$ cat config.mk
export PLATFORM = sky130hd
export DESIGN_NAME = key_loader
export DESIGN_NICKNAME = d
export VERILOG_FILES = /design/src/rtl/key_loader.sv
export SDC_FILE = /design/constraint.sdc
export NUM_CORES = 1
export LEC_CHECK = 0
export CORE_MARGIN = 8
export CORE_UTILIZATION = 50
export CTS_BUF_LIST = sky130_fd_sc_hd__clkbuf_16
export CTS_CLUSTER_DIAMETER = 200
export CTS_CLUSTER_SIZE = 8
export DETAILED_ROUTE_END_ITERATION = 6
export GPL_TIMING_DRIVEN = 0
export HOLD_SLACK_MARGIN = 0.08
export MAX_ROUTING_LAYER = met4
export PLACE_DENSITY = 0.72
export SLEW_MARGIN = 30
export SYNTH_ARGS = -nofsm -noshare
export SYNTH_HDL_FRONTEND = slang
export SYNTH_SLANG_ARGS = --single-unit
export TNS_END_PERCENT = 20
$ cat constraint.sdc
create_clock -name clk -period 4 [get_ports clk]
set_clock_uncertainty 0.1 [all_clocks]
set_input_delay 0.4 -clock clk [delete_from_list [all_inputs] [get_ports clk]]
set_output_delay 0.4 -clock clk [all_outputs]
set_load 0.03 [all_outputs]
$ cat src/rtl/key_loader.sv
// Serial-to-parallel key loader: shifts KEY_W bits MSB-first into a shadow register and commits them atomically to keyinput.
// Optional odd-parity check on a trailing bit is compiled in with `define KEY_PARITY_CHECK_EN.
module key_loader #(
  parameter int KEY_W = 16,
  parameter int TMO   = 255
) (
  input  logic             clk,
  input  logic             rst_n,
  input  logic             start,
  input  logic             sdi,
  input  logic             sdi_vld,
  output logic [KEY_W-1:0] keyinput,
  output logic             key_valid,
  output logic             busy,
  output logic             err
);
  localparam int BCW = $clog2(KEY_W + 1);
  localparam int ICW = $clog2(TMO + 1);

  typedef enum logic [2:0] {IDLE, SHIFT, PAR, COMMIT, READY, ERR} state_t;

  state_t           state, nxt;
  logic [KEY_W-1:0] shadow;
  logic [BCW-1:0]   bitcnt;
  logic [ICW-1:0]   idlecnt;
  logic             last_bit, tmo_hit;

  assign last_bit = (bitcnt == BCW'(KEY_W - 1));
  // Fires on the TMO-th consecutive idle cycle, so idlecnt never exceeds TMO.
  assign tmo_hit  = (idlecnt == ICW'(TMO - 1));
  assign busy     = (state == SHIFT) || (state == PAR) || (state == COMMIT);

`ifdef KEY_PARITY_CHECK_EN
  logic par_ok;
  assign par_ok = ^{shadow, sdi};
`endif

  always_ff @(posedge clk or negedge rst_n) begin
    if (!rst_n) state <= IDLE;
    else        state <= nxt;
  end

  always_comb begin
    nxt = state;
    if (start) begin
      nxt = SHIFT;
    end else begin
      case (state)
        SHIFT: begin
          if (sdi_vld) begin
`ifdef KEY_PARITY_CHECK_EN
            if (last_bit) nxt = PAR;
`else
            if (last_bit) nxt = COMMIT;
`endif
          end else if (tmo_hit) begin
            nxt = ERR;
          end
        end
`ifdef KEY_PARITY_CHECK_EN
        PAR: begin
          if (sdi_vld)      nxt = par_ok ? COMMIT : ERR;
          else if (tmo_hit) nxt = ERR;
        end
`endif
        COMMIT:  nxt = READY;
        default: nxt = state;
      endcase
    end
  end

  always_ff @(posedge clk or negedge rst_n) begin
    if (!rst_n) begin
      shadow    <= '0;
      bitcnt    <= '0;
      idlecnt   <= '0;
      keyinput  <= '0;
      key_valid <= 1'b0;
      err       <= 1'b0;
    end else if (start) begin
      shadow    <= '0;
      bitcnt    <= '0;
      idlecnt   <= '0;
      keyinput  <= '0;
      key_valid <= 1'b0;
      err       <= 1'b0;
    end else begin
      case (state)
        SHIFT, PAR: begin
          if (sdi_vld) begin
            idlecnt <= '0;
            if (state == SHIFT) begin
              shadow <= {shadow[KEY_W-2:0], sdi};
              bitcnt <= bitcnt + BCW'(1);
            end
          end else begin
            idlecnt <= idlecnt + ICW'(1);
          end
        end
        COMMIT: begin
          keyinput  <= shadow;
          key_valid <= 1'b1;
        end
        default: ;
      endcase
      if (nxt == ERR && state != ERR) begin
        keyinput  <= '0;
        key_valid <= 1'b0;
        err       <= 1'b1;
      end
    end
  end
endmodule

### Word-level counts from Yosys, hierarchy flattened

Index checks and enable logic that the tools add are counted.

* memories kept: 0
* output and inout port bits: 19
* bits in registers: 50
* logic and storage cells: 50
* input bits: 5
* bits in latches: 0
* memory bits (read-only): 0
* memory bits (writable): 0

* $add $sub $neg: 2
* bitwise logic cells: 0
* eq/ne operators: 7
* mux-type cells: 24
* order comparisons: 0
* div/mod/pow operators: 0
* multiply operators: 0
* shift-type cells: 0
* reduce and logical (&&, ||, !) cells: 10

Operators by type and width (number)
* two-way mux 16 bit: 7
* two-way mux 8 bit: 3
* two-way mux 5 bit: 4
* two-way mux 3 bit: 4
* adder 8 x 1 -> 8 bit, second input constant: 1
* equality test 8 bit, second input constant: 1
* nonzero test 2 bit: 4
* equality test 3 x 2 -> 1 bit, second input constant: 2
* case mux 3 bit (2 select lines): 1
* adder 5 x 1 -> 5 bit, second input constant: 1
* equality test 5 x 4 -> 1 bit, second input constant: 1
* two-way mux 1 bit: 5
* equality test 3 x 1 -> 1 bit, second input constant: 1
* equality test 3 bit, second input constant: 1
* != test 3 bit, second input constant: 1
* AND reduction 3 bit: 1
* nonzero test 3 bit: 1
* logical OR 1 bit: 2
* OR reduction 2 bit: 1
* logical AND 1 bit: 1

### Depth between registers and ports, before layout

* depth in word-level cells: 9
* mapped depth: 6

### Least setup slack after synthesis

No wires, ideal clock.

* path kind: register to register
* start point: register state[2]
* end point: register keyinput[10]
* path slack: 2254 ps
* stages on the path, launching flop included: 5
* buffers on the path: 1
* data required time: 3781 ps
* arrival: 1527 ps
* setup time: 119 ps
* cell sequence: dfrtp_1 > or3b_4 > o41ai_4 > buf_6 > nor2_1

* longest elaborated chain between the ends: 8

Ends and longest elaborated chain
* from (decl): RTL line 22 `state_t state, nxt;`
* from (signal assigned): RTL line 40 `else state <= nxt;`
* two-way mux 3 bit, on equally long branches: RTL line 56, 54
* two-way mux 3 bit: RTL line 50 `if (sdi_vld) begin`
* case mux 3 bit (2 select lines): RTL line 48 `case (state)`
* two-way mux 3 bit: RTL line 45 `if (start) begin`
* equality test 3 bit: RTL line 106 `if (nxt == ERR && state != ERR) begin`
* logical AND 1 bit: RTL line 106
* two-way mux 16 bit: RTL line 106
* two-way mux 16 bit: RTL line 80 `end else if (start) begin`
* to (signal assigned): RTL line 101 `keyinput <= shadow;`
* to (decl): RTL line 12 `output logic [KEY_W-1:0] keyinput,`

Several ways; a longest one is shown, not always the timed one.
A chain may end at the register's enable or synchronous reset.

### Worst setup path in the final report

* start point: register state[1]
* end point: output port busy

* longest elaborated chain between the ends: 3

Ends and longest elaborated chain
* equality test 3 x 1 -> 1 bit / equality test 3 x 2 -> 1 bit (equally long branches): RTL line 31 `assign busy = (state == SHIFT) || (state == PAR) || (state == COMMIT);`
* logical OR 1 bit: RTL line 31
* logical OR 1 bit *: RTL line 31
* to (decl): RTL line 14 `output logic busy,`

Mark *: on every way between the ends. The rest lies on a longest branch, timed or not.

==> summary.md <==
| Metric | Value |
|---|---|
| Pin slew with the least headroom to its limit | 0.6617 ns |
| Async S/R FF share, synth | 1.000 |
| Finished Core Util | 0.6298 |
| Critical Path Slowest Stage Cell | clkdlybuf4s50_1 |
| Most common cell after layout, fill and taps aside | dfrtp_1 |
| Clk sinks | 50 |
| Hold Vio Cnt, Final | 0 |
| Number of synthesized flops with an enable pin | 0 |
| Worst Setup End Kind | primary output |
| Worst Path Required | 3.50 ns |
| Mapped Cells | 228 |
| Crit-path max cell delay | 0.68 ns |
| Yosys reg bits | 50 |
| Share of post-route cells with drive strength above 1 | 0.06950 |
| Core area | 4414 µm² |
| Setup CP Type | reg2out |
| Starting Density | 0.5241 |
| Diodes inserted | 0 |
| Design area | 2780 µm² |
| DP Area | 2606 µm² |
| Crit start category | flip-flop |
| Final Max Slew Viols | 0 |
| Busiest grt layer | met2 |
| RSZ-0062 raised after global routing | false |
| Worst skew pair latency | 0.28 ns |
| Crit path DAT | 1.60 ns |
| Crit share post-route | 0.5262 |
| Die area | 7059 µm² |
| Pin count of the biggest net entering global routing | 51 |
| Initial antenna violation count | 0 |
| Die X | 84.02 µm |
| Post-synth cell types | 41 |
| Buf+Inv Stages, Crit Path | 1 |
| H-tree depth | 2 |
| Hold buffer count at cts | 1 |
| Grt met1 use | 0.1921 |
| CP top delay family | buffers and inverters |
| Fmax | 475.2 MHz |
| Post-CTS Setup Inserts | 0 |
| Worst-path cell chain | nor2_1 -> nor2_1 -> clkdlybuf4s50_1 |
| Antenna Nets Post-Route | 0 |
| Remaining global-route overflow | 0 |
| Syn Area/Cell | 10.15 µm² |
| GR Layer Usage met2 | 0.2187 |
| CTS root buf | clkbuf_16 |
| Max Cap Viol | 0 |
| First-pass GRT wire length | 8.438 mm |
| Pwr Density | 373.0 nW/µm² |
| Synthesis-to-finish area growth | 20.17% |
| Dpl hpwl | 3.175 mm |
| Pre-antenna DRT Iters | 4 |
| Met3 Usage GRT | 0.03418 |
| CP Max Fanout | 7 |
| Outcome | finished, final reports clean |
| CTS tree | yes |
| GRT Util Overall | 0.1478 |
| Via density | 5.502 |
| Hold_ws | 0.4065 ns |
| Global placement routability congestion | 0.7888 |
| Sequential-to-total area share from yosys stat | 0.5408 |
| Vias in the first global route | 1749 |
| Syn nets | 237 |
| CTS Buffer Depth | 2 |
| Buffers added on ports | 23 |
| Post-CTS resize count | 0 |
| Total number of vias | 1711 |
| HP Class | reg2reg |
| Tightest slew margin relative to the limit | 0.5554 |
| Routed wire per std cell | 15.36 µm |
| Ys Warns | 0 |
| Synthesized area | 2313 µm² |
| Layout net count | 268 |
| Final setup vio count | 0 |
| Power Total | 0.001037 W |
| LEAKAGE | 1.306 nW |
| Commonest non-fill, non-tap cells in the layout | dfrtp_1 (50), nand2_1 (37), clkdlybuf4s50_1 (22) |
| Worst-path clk slew | 0.06 ns |
| FP Rows | 24 |
| Final WL | 4.776 mm |
| Fin crit period | 2.105 ns |
| Detailed Route Iter0 Violations | 123 |
| Most used cell, CP | nor2_1 |
| CTS Buf Count | 5 |
| Drt drc | 0 |
| Main synth FF type | dfrtp_1 |
| Peak supply drop | 0.0002700 V |
| Io pins | 24 |
| Die Height | 84.02 µm |
| Total negative slack | 0 ns |
[kinds of logic after synthesis]
| logic type | count (synthesis) | synth area share |
|---|---|---|
| DFF | 50 | 0.5408 |
| and+or+nand+nor | 89 | 0.1860 |
| buffers and inverters | 23 | 0.04651 |
| xor gates and xnor gates | 2 | 0.007573 |
| AOI/OAI and AO/OA | 43 | 0.1233 |
| muxes | 17 | 0.07409 |
| adders and majority gates | 4 | 0.02163 |
[synthesized netlist by cell type (2+ instances only)]
cell	n	share of area
clkbuf_1	7	0.011
and3_1	4	0.011
nor3_1	3	0.0065
o211ai_1	5	0.016
nor2_1	21	0.034
o21ai_0	3	0.0065
nor4_1	2	0.0054
buf_6	2	0.0097
nand2_1	37	0.060
o311ai_0	2	0.0076
or3_1	2	0.0054
inv_1	11	0.018
ha_1	4	0.022
mux2i_1	16	0.069
a21oi_1	21	0.045
a31oi_1	4	0.011
buf_2	2	0.0043
nand4_1	4	0.011
nor2b_1	2	0.0054
dfrtp_1	50	0.54
nand3_1	5	0.011
a21o_1	2	0.0065
[layer usage]
metal | wire (µm) | vias up
met4 | 70 | 0
met5 | 0 | -
met2 | 2196 | 29
met1 | 2369 | 816
li1 | - | 858
met3 | 141 | 8
[registers in the layout, indices dropped and copies added (netlist names)]
| register | count |
|---|---|
| keyinput | 16 |
| shadow | 16 |
| idlecnt | 8 |
| bitcnt | 5 |
| state | 3 |
| err | 1 |
| key_valid | 1 |
[worst register-to-register path, delay by kind of cell, from the launching register on]
family,cells,cell delay (ns)
AOI/OAI and AO/OA,1,0.56
and+or+nand+nor,2,0.51
DFF,1,0.47
buffers and inverters,1,0.22
[worst paths after layout]
check / start / end / slack, ns / cells past startpoint
max reg2reg: state[2] / keyinput[7] / 2.03 / 4
max in group asynchronous: rst_n / idlecnt[5] / 2.80 / 2
min: err / err / 0.41 / 1
min reg2reg: err / err / 0.41 / 1
min in group asynchronous: rst_n / shadow[4] / 0.57 / 2
max: state[1] / busy / 1.90 / 3
[per-stage QoR]
stage / worst slack (ns) / instances
floorplan: 2.254 / 228
global placement: 0.9507 / 303
detailed placement: 1.680 / 303
CTS: 1.871 / 311
global route: 1.794 / 311
finish: 1.895 / 311
[final cells by class]
type | instances | area [µm²]
plain buffers | 12 | 66.31
clock buffers | 5 | 125.1
clock inverters | 2 | 38.79
fillers | 379 | 1634
inverters | 11 | 41.29
multi-input cells | 155 | 954.7
flip-flops and latches | 50 | 1251
well taps | 52 | 65.06
repair buffers | 24 | 237.7
[power breakdown]
| part | switching (W) | total, W | leakage [nW] | internal [W] |
|---|---|---|---|---|
| Sequential | 0.00000712 | 0.000519 | 0.689 | 0.000512 |
| Combinational | 0.0000346 | 0.0000500 | 0.537 | 0.0000153 |
| Clock | 0.000176 | 0.000468 | 0.0799 | 0.000292 |
| Total | 0.000218 | 0.00104 | 1.31 | 0.000820 |
No activity file was read; power rests on OpenSTA's default activity.
